===== src/rtl/code_check_pkg.sv =====
// rtl/code_check_pkg.sv - shared types and constants for the button-code checker
package code_check_pkg;

    typedef enum logic [2:0] {
        ST_IDLE   = 3'd0,
        ST_ENTRY  = 3'd1,
        ST_CHECK  = 3'd2,
        ST_PASS   = 3'd3,
        ST_FAIL   = 3'd4,
        ST_LOCKED = 3'd5
    } state_t;

    typedef logic [1:0] symbol_t;

    localparam symbol_t SYM_BTN0 = 2'b00;
    localparam symbol_t SYM_BTN1 = 2'b01;
    localparam symbol_t SYM_BTN2 = 2'b10;

    localparam int NUM_SYMBOLS = 4;

    // Symbol idx of a packed 4-symbol code; symbol i lives at [2i+1:2i].
    function automatic symbol_t get_symbol(input logic [7:0] code, input logic [1:0] idx);
        case (idx)
            2'd0:    return code[1:0];
            2'd1:    return code[3:2];
            2'd2:    return code[5:4];
            default: return code[7:6];
        endcase
    endfunction

endpackage


===== src/rtl/code_check_ctrl_cycle_timer.sv =====
// rtl/code_check_ctrl_cycle_timer.sv - 32-bit cycle counter with clear and limit compare
module cycle_timer (
    input  logic        clk,
    input  logic        reset_n,
    input  logic        clear,
    input  logic [31:0] limit,
    output logic        expired
);

    logic [31:0] count;

    // Free-running count, restarted from zero whenever the owner clears it.
    always_ff @(posedge clk or negedge reset_n) begin
        if (!reset_n) begin
            count <= 32'd0;
        end else if (clear) begin
            count <= 32'd0;
        end else begin
            count <= count + 32'd1;
        end
    end

    assign expired = (count == (limit - 32'd1));

endmodule


===== src/rtl/code_check_ctrl.sv =====
// rtl/code_check_ctrl.sv - sequences one 4-symbol code entry and its early-exit check
module code_check_ctrl
    import code_check_pkg::*;
#(
    parameter logic [7:0]  SECRET         = 8'b10_01_00_10,
    parameter logic [31:0] CHECK_CYCLES   = 32'd1_000_000,
    parameter logic [31:0] HOLD_CYCLES    = 32'd100_000_000,
    parameter logic [1:0]  MAX_ATTEMPTS   = 2'd3,
    parameter logic [31:0] LOCKOUT_CYCLES = 32'd500_000_000
) (
    input  logic        clk,
    input  logic        reset_n,
    input  logic        start,
    input  logic        abort,
    input  logic        rx_done,
    input  logic [7:0]  rx_code,
    output logic        rx_clear,
    output logic        busy,
    output logic        unlock,
    output logic        fail,
    output logic        locked,
    output logic [2:0]  match_count,
    output logic [31:0] check_time,
    output logic [1:0]  fail_count
);

    localparam logic [1:0] LAST_SYM = 2'(NUM_SYMBOLS - 1);

    state_t      state;
    state_t      state_next;
    logic [7:0]  code_q;
    logic [1:0]  sym_idx;
    logic [31:0] timer_limit;
    logic        timer_clear;
    logic        timer_expired;
    logic        sym_match;
    logic        load_code;
    logic        advance;
    logic        enter_pass;
    logic        enter_fail;
    logic        lock_done;

    // The comparison walks the code one symbol per CHECK_CYCLES and stops at the
    // first mismatch, so check latency reveals the number of leading matches.
    assign sym_match = (get_symbol(code_q, sym_idx) == get_symbol(SECRET, sym_idx));

    // The single timer restarts on every state change and on every symbol step.
    assign timer_clear = (state_next != state) || advance;

    cycle_timer u_timer (
        .clk     (clk),
        .reset_n (reset_n),
        .clear   (timer_clear),
        .limit   (timer_limit),
        .expired (timer_expired)
    );

    // State register.
    always_ff @(posedge clk or negedge reset_n) begin
        if (!reset_n) begin
            state <= ST_IDLE;
        end else begin
            state <= state_next;
        end
    end

    // Next-state, per-state timer limit, datapath strobes and state-decoded outputs.
    always_comb begin
        state_next  = state;
        timer_limit = CHECK_CYCLES;
        load_code   = 1'b0;
        advance     = 1'b0;
        enter_pass  = 1'b0;
        enter_fail  = 1'b0;
        lock_done   = 1'b0;
        rx_clear    = 1'b1;
        busy        = 1'b0;
        unlock      = 1'b0;
        fail        = 1'b0;
        locked      = 1'b0;

        case (state)
            ST_IDLE: begin
                if (start) begin
                    state_next = ST_ENTRY;
                end
            end
            ST_ENTRY: begin
                rx_clear = 1'b0;
                busy     = 1'b1;
                if (abort) begin
                    state_next = ST_IDLE;
                end else if (rx_done) begin
                    load_code  = 1'b1;
                    state_next = ST_CHECK;
                end
            end
            ST_CHECK: begin
                busy        = 1'b1;
                timer_limit = CHECK_CYCLES;
                if (timer_expired) begin
                    if (!sym_match) begin
                        enter_fail = 1'b1;
                        state_next = ST_FAIL;
                    end else if (sym_idx == LAST_SYM) begin
                        enter_pass = 1'b1;
                        state_next = ST_PASS;
                    end else begin
                        advance = 1'b1;
                    end
                end
            end
            ST_PASS: begin
                unlock      = 1'b1;
                timer_limit = HOLD_CYCLES;
                if (timer_expired) begin
                    state_next = ST_IDLE;
                end
            end
            ST_FAIL: begin
                fail        = 1'b1;
                timer_limit = HOLD_CYCLES;
                if (timer_expired) begin
                    state_next = (fail_count == MAX_ATTEMPTS) ? ST_LOCKED : ST_IDLE;
                end
            end
            ST_LOCKED: begin
                locked      = 1'b1;
                timer_limit = LOCKOUT_CYCLES;
                if (timer_expired) begin
                    lock_done  = 1'b1;
                    state_next = ST_IDLE;
                end
            end
            default: begin
                state_next = ST_IDLE;
            end
        endcase
    end

    // Captured code, symbol pointer and the attempt statistics reported outward.
    always_ff @(posedge clk or negedge reset_n) begin
        if (!reset_n) begin
            code_q      <= 8'd0;
            sym_idx     <= 2'd0;
            match_count <= 3'd0;
            check_time  <= 32'd0;
            fail_count  <= 2'd0;
        end else begin
            if (load_code) begin
                code_q      <= rx_code;
                sym_idx     <= 2'd0;
                match_count <= 3'd0;
                check_time  <= 32'd0;
            end

            if (state == ST_CHECK) begin
                if (check_time != 32'hFFFF_FFFF) begin
                    check_time <= check_time + 32'd1;
                end
                if (timer_expired && sym_match) begin
                    match_count <= match_count + 3'd1;
                end
                if (advance) begin
                    sym_idx <= sym_idx + 2'd1;
                end
            end

            if (enter_pass || lock_done) begin
                fail_count <= 2'd0;
            end else if (enter_fail && (fail_count != MAX_ATTEMPTS)) begin
                fail_count <= fail_count + 2'd1;
            end
        end
    end

endmodule

===== config.mk =====
export PLATFORM = sky130hd
export DESIGN_NAME = code_check_ctrl
export DESIGN_NICKNAME = d
export VERILOG_FILES = /design/src/rtl/code_check_pkg.sv /design/src/rtl/code_check_ctrl_cycle_timer.sv /design/src/rtl/code_check_ctrl.sv
export SDC_FILE = /design/constraint.sdc
export NUM_CORES = 1
export LEC_CHECK = 0
export CAP_MARGIN = 10
export CORE_ASPECT_RATIO = 1.4
export CORE_UTILIZATION = 30
export DETAILED_ROUTE_END_ITERATION = 12
export PLACE_DENSITY = 0.47
export SLEW_MARGIN = 20
export SYNTH_ARGS = -nofsm -noshare
export SYNTH_HDL_FRONTEND = slang
export SYNTH_SLANG_ARGS = --single-unit

===== constraint.sdc =====
create_clock -name clk -period 6.6 [get_ports clk]
set_clock_uncertainty 0.15 [all_clocks]
set_input_delay 0.66 -clock clk [delete_from_list [all_inputs] [get_ports clk]]
set_output_delay 0.66 -clock clk [all_outputs]
set_load 0.005 [all_outputs]

==> impl_metrics.py, run 1 <==
metrics = {
    "clock_network": {
        "cts_max_level": 3,
        "postCtsSetupBuffers": 0,
        "cts_buffers": 9,
        "cts_num_sinks": 82,
        "post_cts_resized": 0,
        "cts_hold_buf": 0,
        "clk_pin_slew_ps": 60,
        "clk_latency_ps": 350,
        "cts-root-buf": "clkbuf_16",
        "clockBufferDepth": 2,
        "cts_tree": "yes",
    },
    "detailed_routing": {
        "drc_errors": 0,
        "ant_nets": 0,
        "drt_wl_total_um": 12200,
        "drtPass1Iterations": 4,
        "wl_per_cell_um": 16.1,
        "vias": 3867,
        "drt-initial-drc-count": 152,
        "viasPerCell": 5.12,
    },
    "sta": {
        "slew_violations": 0,
        "fin_crit_sh": 0.500,
        "worst_slew_pin_slew_ps": 874,
        "tns_ps": 0,
        "fmax_ghz": 0.303,
        "hold_viol_final": 0,
        "rsz0062_at_grt": "false",
        "setup_violations": 0,
        "relSlewSlack": 0.417,
        "setup_slack_ps": 3300,
        "layout_min_cycle_time_ps": 3300,
    },
    "floorplan": {
        "rows": 53,
        "core_area_um2": 15200,
        "num_io_pins": 55,
        "dieArea_um2": 16300,
        "die_x_um": 108,
        "start_util": 0.311,
        "die_y_um": 151,
    },
    "global_routing": {
        "grt_max_degree": 83,
        "overflow": 0,
        "antenna_found_initial": 0,
        "track_usage": 0.165,
        "grt_use_met1": 0.198,
        "grt_pass1_wl_um": 20500,
        "grt_use_met3": 0.0286,
        "grtUsageMet2": 0.285,
        "grt_pass1_vias": 3974,
        "busiest_layer": "met2",
    },
    "yosys": {
        "ys_seq_elements": 82,
        "synth-seq-area-share": 0.434,
        "synthTopCellsByArea": "dfrtp_1 (43%), nand2_1 (7.7%), xnor2_1 (4.4%), nand3_1 (3.3%), mux2i_1 (3.2%)",
        "netlist.area_leader.share": 0.434,
        "syn_nets": 535,
        "post_synth_inst_count": 513,
        "avgSynthCellArea_um2": 9.21,
        "ys_types": 54,
        "synth_top_area_cell": "dfrtp_1",
        "dominantRegCellSynth": "dfrtp_1",
        "async_flop_share": 1.00,
        "ys_warn_count": 0,
        "syn_area_um2": 4730,
        "yosysMostFrequentCell": "nand2_1",
        "yosys-top-cells-count": "nand2_1 (97), dfrtp_1 (82), nand3_1 (31), nor2_1 (30), a21oi_1 (27)",
        "synth_edf_count": 0,
    },
    "worst_setup_path": {
        "crit_buf_inv": 0,
        "r2r_slack_ps": 3300,
        "critPathMaxStageDelay_ps": 780,
        "critical-path-slowest-cell": "nand3_2",
        "cp-start-kind": "flop",
        "path_class": "flop to flop",
        "crit_fanout": 32,
        "cp_data_arrival_time_ps": 3400,
        "worst_setup_path_end_kind": "flop",
        "crit_family": "compound AO/OA/AOI/OAI gates",
        "required_ps": 6700,
        "crit_chain": "nand3b_4, a2111oi_0, a41o_1, nand4_1, o21ai_0, nand3_2, a21oi_1",
    },
    "power": {
        "leakage_nw": 2.49,
        "switching_power_w": 0.000239,
        "combinationalPowerShare": 0.038,
        "p_int_w": 0.000828,
        "seqPwrFrac": 0.481,
        "netSwitchingFraction": 0.224,
        "pwr_density_cell_nw_per_um2": 187,
        "max-vdd-ir-drop_v": 0.0000943,
        "power_frac_clock": 0.481,
    },
    "placed_design": {
        "place_ws_ps": 3320,
        "dp_hpwl_um": 8370,
        "port_buffers": 54,
        "dpl-instance-area_um2": 5410,
        "place.gp.congestion": 0.782,
    },
    "final_layout": {
        "layout-drive-gt1-share": 0.0922,
        "fin_area_um2": 5710,
        "area_growth_syn_to_layout_pct": 20.7,
        "diodes": 0,
        "finalNetCount": 581,
    },
    "run_status": {
        "status": "finished clean",
    },
    "job": {
        "cap_violations": 0,
    },
    "worst_hold_path": {
        "worstHoldPathType": "input port to async pin",
    },
}
==> final timing paths <==
check                                         endpoint                startpoint  cells after the start
max in group asynchronous  u_timer.count[11]$_DFF_PN0_                   reset_n                      1
hold reg to reg               match_count[2]$_DFF_PN0_  match_count[2]$_DFF_PN0_                      1
setup reg to reg           u_timer.count[28]$_DFF_PN0_        state[0]$_DFF_PN0_                      7
setup / recovery           u_timer.count[28]$_DFF_PN0_        state[0]$_DFF_PN0_                      7
min in group clk              match_count[2]$_DFF_PN0_  match_count[2]$_DFF_PN0_                      1
hold / removal              u_timer.count[1]$_DFF_PN0_                   reset_n                      1
==> power groups by stage <==
stage	clock, W	sequential [W]	combinational (W)
2_1_floorplan	0	0.000521	0.0000135
3_3_place_gp	0	0.000522	0.0000416
3_5_place_dp	0	0.000522	0.0000419
4_1_cts	0.000530	0.000513	0.0000423
5_1_grt	0.000550	0.000513	0.0000473
6_report	0.000513	0.000513	0.0000409
==> logic make-up after synthesis <==
family | synth area share
xor+xnor | 0.0741
fa+ha+maj | 0.0238
buf+inv | 0.0453
mux | 0.0318
simple gates | 0.253
compound gates | 0.138
flops | 0.434
==> metal layers <==
layer / vias up / share of wire
met4: 0 / 0.021
met1: 1893 / 0.43
li1: 1897 / -
met5: - / 0
met2: 61 / 0.52
met3: 16 / 0.031
==> through the flow <==
| step | hold slack [ps] | utilization | cells | total power (W) |
|---|---|---|---|---|
| floorplan | 214 | - | 513 | 0.000534 |
| global placement | 313 | 0.356 | 740 | 0.000564 |
| detailed placement | 316 | 0.356 | 740 | 0.000564 |
| CTS | 339 | 0.375 | 756 | 0.00109 |
| global route | 301 | 0.376 | 756 | 0.00111 |
| finish | 212 | 0.376 | 756 | 0.00107 |
==> flip-flops by register name, indices dropped and copies added, names as in the netlist <==
signal	count
sym_idx	2
fail_count	2
u_timer.count	32
match_count	3
code_q	8
check_time	32
state	3
==> final cells by class <==
type,count,area (um2)
inverter,18,67.6
sequential,82,2050
clock buffer,11,243
fill,1534,9480
clock inverter,5,53.8
timing repair buffer,59,579
tap,192,240
multi-input combinational,389,2470
==> layout by cell type, fill, tap and decap left out, types with 2 or more instances in the layout <==
cell             netlist  layout
or3_1                  4       4
a21oi_1               27      27
nand4b_1               2       2
a222oi_1               2       2
and4_1                 7       7
nand3_1               31      30
or2_2                  2       2
o31ai_1               10      10
nor2_1                30      30
mux2i_1               15      15
buf_4                  6       5
nand2_1               97      97
nor3_1                10      10
dfrtp_1               82      82
and3_1                12      12
nor3b_2                1       2
nand2b_1               3       3
nand3_2                1       2
xor2_1                16      16
a21oi_2               13      13
ha_1                   9       9
clkinv_2               0       3
and2_1                 4       4
o211ai_1               9       9
nor4b_2                2       2
clkbuf_16              0       9
o21ai_0               13      13
a41o_1                 2       2
nor4_1                 7       7
inv_1                 17      17
clkdlybuf4s50_1        0      53
nand4_1               16      16
xnor2_1               24      24
Note: power is estimated with default switching activity, not from simulation.
==> run 2: changes to the inputs <==
Clock period 6.6 ns to 3.3 ns, I/O delays scaled along.
==> impl_metrics.py, run 2 (synthesis gave the netlist of run 1 again) <==
metrics = {
    "run_status": {
        "status": "finished clean",
    },
    "final_layout": {
        "layout_commonest_cell": "nand2_1",
        "reg_top3": "check_time (32), u_timer.count (32), code_q (8)",
        "area_growth_syn_to_layout_pct": 21.4,
        "finalNetCount": 589,
        "diodes": 0,
        "final_util": 0.378,
        "final_cell_mix": "nand2_1 (97), dfrtp_1 (82), clkdlybuf4s50_1 (53)",
        "layout-drive-gt1-share": 0.0997,
    },
    "global_routing": {
        "grt_use_met3": 0.0281,
        "grt_max_degree": 35,
        "busiest_layer": "met2",
        "overflow": 0,
        "track_usage": 0.165,
        "antenna_found_initial": 0,
        "grt_pass1_vias": 3961,
        "grtUsageMet2": 0.293,
        "grt_pass1_wl_um": 20500,
        "grt_use_met1": 0.191,
    },
    "worst_setup_path": {
        "r2r_end": "u_timer.count[29]$_DFF_PN0_",
        "r2r_cells": 8,
        "r2r_start": "state[2]$_DFF_PN0_",
        "r2r_slack_ps": 440,
        "path_class": "flop to flop",
        "required_ps": 3350,
        "worst_setup_path_end_kind": "flop",
        "cp-start-kind": "flop",
        "crit_fanout": 32,
        "cp_data_arrival_time_ps": 2910,
    },
    "floorplan": {
        "num_io_pins": 55,
        "core_area_um2": 15200,
        "dieArea_um2": 16300,
        "start_util": 0.311,
        "rows": 53,
        "die_y_um": 151,
        "die_x_um": 108,
    },
    "worst_hold_path": {
        "worstHoldPathType": "input port to async pin",
    },
    "sta": {
        "hold_viol_final": 0,
        "fmax_ghz": 0.350,
        "layout_min_cycle_time_ps": 2860,
        "fin_crit_sh": 0.866,
        "slew_violations": 0,
        "worst_slew_pin_slew_ps": 822,
        "rsz0062_at_grt": "false",
        "setup_violations": 0,
        "relSlewSlack": 0.452,
        "tns_ps": 0,
    },
    "clock_network": {
        "cts-root-buf": "clkbuf_16",
        "clk_latency_ps": 350,
        "cts_buffers": 9,
        "postCtsSetupBuffers": 0,
        "cts_max_level": 3,
        "clockBufferDepth": 2,
        "post_cts_resized": 0,
        "cts_hold_buf": 1,
        "cts_num_sinks": 82,
        "cts_tree": "yes",
        "clk_pin_slew_ps": 70,
    },
    "detailed_routing": {
        "vias": 3944,
        "drtPass1Iterations": 8,
        "wl_per_cell_um": 16.4,
        "drc_errors": 0,
        "drt_wl_total_um": 12500,
        "viasPerCell": 5.16,
        "drt-initial-drc-count": 128,
        "ant_nets": 0,
    },
    "power": {
        "pwr_density_cell_nw_per_um2": 354,
        "leakage_nw": 2.51,
        "max-vdd-ir-drop_v": 0.000202,
    },
    "job": {
        "cap_violations": 0,
    },
    "placed_design": {
        "port_buffers": 54,
        "place.gp.congestion": 0.795,
        "dp_hpwl_um": 8750,
    },
}
## run 2: area by class of cell
type	instances	area, um2
Clock buffer	11	233
Tap cell	192	240
Multi-Input combinational cell	389	2460
Sequential cell	82	2050
Fill cell	1534	9450
Inverter	18	67.6
Timing Repair Buffer	67	651
Clock inverter	5	31.3
## run 2: worst max-delay path by stage
stage,cells after the start,end,slack [ps],from
CTS,7,u_timer.count[29]$_DFF_PN0_,460,state[0]$_DFF_PN0_
floorplan,9,check_time[10]$_DFF_PN0_,890,state[2]$_DFF_PN0_
detailed placement,7,u_timer.count[22]$_DFF_PN0_,480,state[0]$_DFF_PN0_
finish,8,u_timer.count[29]$_DFF_PN0_,440,state[2]$_DFF_PN0_
global placement,8,u_timer.count[23]$_DFF_PN0_,510,state[2]$_DFF_PN0_
global route,7,u_timer.count[24]$_DFF_PN0_,170,state[0]$_DFF_PN0_
## run 2: worst max-delay path, stage by stage (launching register included)
cell and delay, ps:
dfrtp_1 580, nand3b_4 220, inv_1 100, nor3_1 290, nor2_1 100, and4_1 330
a41oi_4 280, a21bo_4 490, a21oi_1 150
## run 2: where the power goes
| group | internal [W] | switching [W] | leakage [nW] | total [W] |
|---|---|---|---|---|
| clock network | 0.000508 | 0.000416 | 0.129 | 0.000924 |
| registers | 0.00101 | 0.0000103 | 0.957 | 0.00103 |
| logic | 0.0000378 | 0.0000464 | 1.43 | 0.0000842 |
| total | 0.00156 | 0.000473 | 2.51 | 0.00203 |
## run 2: layer usage
layer,wire length [um],vias up
li1,-,1920
met3,409,15
met2,6670,85
met1,5170,1924
met5,0,-
met4,259,0
## run 2: metrics by stage
step,power [W],instances,setup slack (ps),instance area (um2),hold slack (ps)
finish,0.00203,764,441,5740,302
global route,0.00212,764,165,5740,334
CTS,0.00207,764,459,5740,321
detailed placement,0.00113,747,476,5470,142
global placement,0.00113,747,513,5470,140
floorplan,0.00107,513,885,4730,-116
==> run 3: changes to the inputs <==
Settings changed: CORE_ASPECT_RATIO 1.4 to unset.
==> impl_metrics.py, run 3 (synthesis gave the netlist of run 1 again) <==
metrics = {
    "worst_hold_path": {
        "holdPathStages": 2,
        "hold_path.startpoint": "code_q[0]$_DFFE_PN0P_",
        "worstHoldPathType": "flop to flop",
        "min_to": "code_q[0]$_DFFE_PN0P_",
    },
    "sta": {
        "tns_ps": 0,
        "setup_violations": 0,
        "worst_slew_pin_slew_ps": 756,
        "relSlewSlack": 0.496,
        "rsz0062_at_grt": "false",
        "fmax_ghz": 0.354,
        "slew_violations": 0,
        "fin_crit_sh": 0.856,
        "hold_viol_final": 0,
        "layout_min_cycle_time_ps": 2830,
    },
    "detailed_routing": {
        "viasPerCell": 4.98,
        "vias": 3883,
        "drtPass1Iterations": 4,
        "drt-initial-drc-count": 160,
        "drc_errors": 0,
        "ant_nets": 0,
        "wl_per_cell_um": 14.8,
        "drt_wl_total_um": 11600,
    },
    "worst_setup_path": {
        "path_class": "flop to flop",
        "r2r_end": "u_timer.count[23]$_DFF_PN0_",
        "r2r_cells": 7,
        "r2r_slack_ps": 470,
        "required_ps": 3410,
        "cp_data_arrival_time_ps": 2940,
        "worst_setup_path_end_kind": "flop",
        "crit_fanout": 32,
        "r2r_start": "state[0]$_DFF_PN0_",
        "cp-start-kind": "flop",
    },
    "global_routing": {
        "overflow": 0,
        "track_usage": 0.152,
        "grt_pass1_vias": 3744,
        "grt_max_degree": 50,
        "antenna_found_initial": 0,
        "grt_pass1_wl_um": 19300,
    },
    "power": {
        "netSwitchingFraction": 0.217,
        "switching_power_w": 0.000456,
        "power_frac_clock": 0.472,
        "combinationalPowerShare": 0.040,
        "seqPwrFrac": 0.489,
        "pwr_density_cell_nw_per_um2": 363,
        "p_int_w": 0.00164,
        "max-vdd-ir-drop_v": 0.000210,
        "leakage_nw": 2.51,
    },
    "placed_design": {
        "dpl-instance-area_um2": 5470,
        "port_buffers": 54,
        "place.gp.congestion": 0.773,
        "dp_hpwl_um": 7930,
    },
    "final_layout": {
        "fin_area_um2": 5780,
        "reg_top3": "check_time (32), u_timer.count (32), code_q (8)",
        "final_util": 0.377,
        "layout-drive-gt1-share": 0.0967,
        "final_cell_mix": "nand2_1 (97), dfrtp_1 (82), clkdlybuf4s50_1 (53)",
        "layout_commonest_cell": "nand2_1",
        "diodes": 0,
        "finalNetCount": 587,
        "area_growth_syn_to_layout_pct": 22.2,
    },
    "clock_network": {
        "post_cts_resized": 0,
        "clk_pin_slew_ps": 60,
        "cts_num_sinks": 82,
        "cts_max_level": 3,
        "clockBufferDepth": 2,
        "cts_tree": "yes",
        "cts_buffers": 9,
        "cts-root-buf": "clkbuf_16",
        "clk_latency_ps": 340,
    },
    "job": {
        "cap_violations": 0,
    },
    "run_status": {
        "status": "finished clean",
    },
    "floorplan": {
        "die_x_um": 128,
        "die_y_um": 128,
        "dieArea_um2": 16300,
        "rows": 45,
        "num_io_pins": 55,
        "core_area_um2": 15300,
        "start_util": 0.309,
    },
}
[run 3: worst max-delay path, cell delays in order (launching register included)]
cell	delay, ps
dfrtp_1	640
nand3b_4	130
a2111oi_0	410
a41o_1	200
and4_1	410
a41oi_4	180
a21bo_4	410
a21oi_1	210
[run 3: cell type report]
cell class	count	area, um2
inverters	18	67.6
repair buffers	65	636
clock inverters	1	7.51
flip-flops and latches	82	2050
fillers	1584	9540
multi-input cells	389	2460
clock buffers	14	284
well taps	211	264
[run 3: timing repair]
action	4_1_cts	5_1_grt
buffers inserted	0	0
hold endpoints to repair	47	0
hold buffers	1	0
[run 3: stage by stage]
step	hold slack [ps]	instances	power [W]	setup slack (ps)
floorplan	-116	513	0.00107	885
global placement	254	764	0.00113	587
detailed placement	252	764	0.00113	487
CTS	334	780	0.00213	476
global route	348	780	0.00218	310
finish	334	780	0.00210	475
[run 3: power by group through the flow]
stage	Combinational, W	Sequential, W	Clock (W)
final	0.0000833	0.00102	0.000989
after global routing	0.0000950	0.00103	0.00106
after CTS	0.0000856	0.00102	0.00102
after detailed placement	0.0000841	0.00104	0
after global placement	0.0000844	0.00104	0
after floorplan	0.0000271	0.00104	0
[run 3: per-layer routing]
metal	up-vias	part of all wire	track usage
met2	65	0.45	0.239
met1	1888	0.49	0.204
met5	-	0	0
li1	1919	-	-
met4	0	0.016	0.0672
met3	11	0.036	0.0268
[run 3: how the worst max path moves through the flow]
stage                  startpoint                           to  slack [ps]  cells after the start
2_1_floorplan  state[2]$_DFF_PN0_     check_time[10]$_DFF_PN0_         890                      9
3_3_place_gp   state[0]$_DFF_PN0_  u_timer.count[16]$_DFF_PN0_         590                      7
3_5_place_dp   state[0]$_DFF_PN0_  u_timer.count[23]$_DFF_PN0_         490                      7
4_1_cts        state[0]$_DFF_PN0_  u_timer.count[17]$_DFF_PN0_         480                      7
5_1_grt        state[0]$_DFF_PN0_  u_timer.count[16]$_DFF_PN0_         310                      7
6_report       state[0]$_DFF_PN0_  u_timer.count[23]$_DFF_PN0_         470                      7
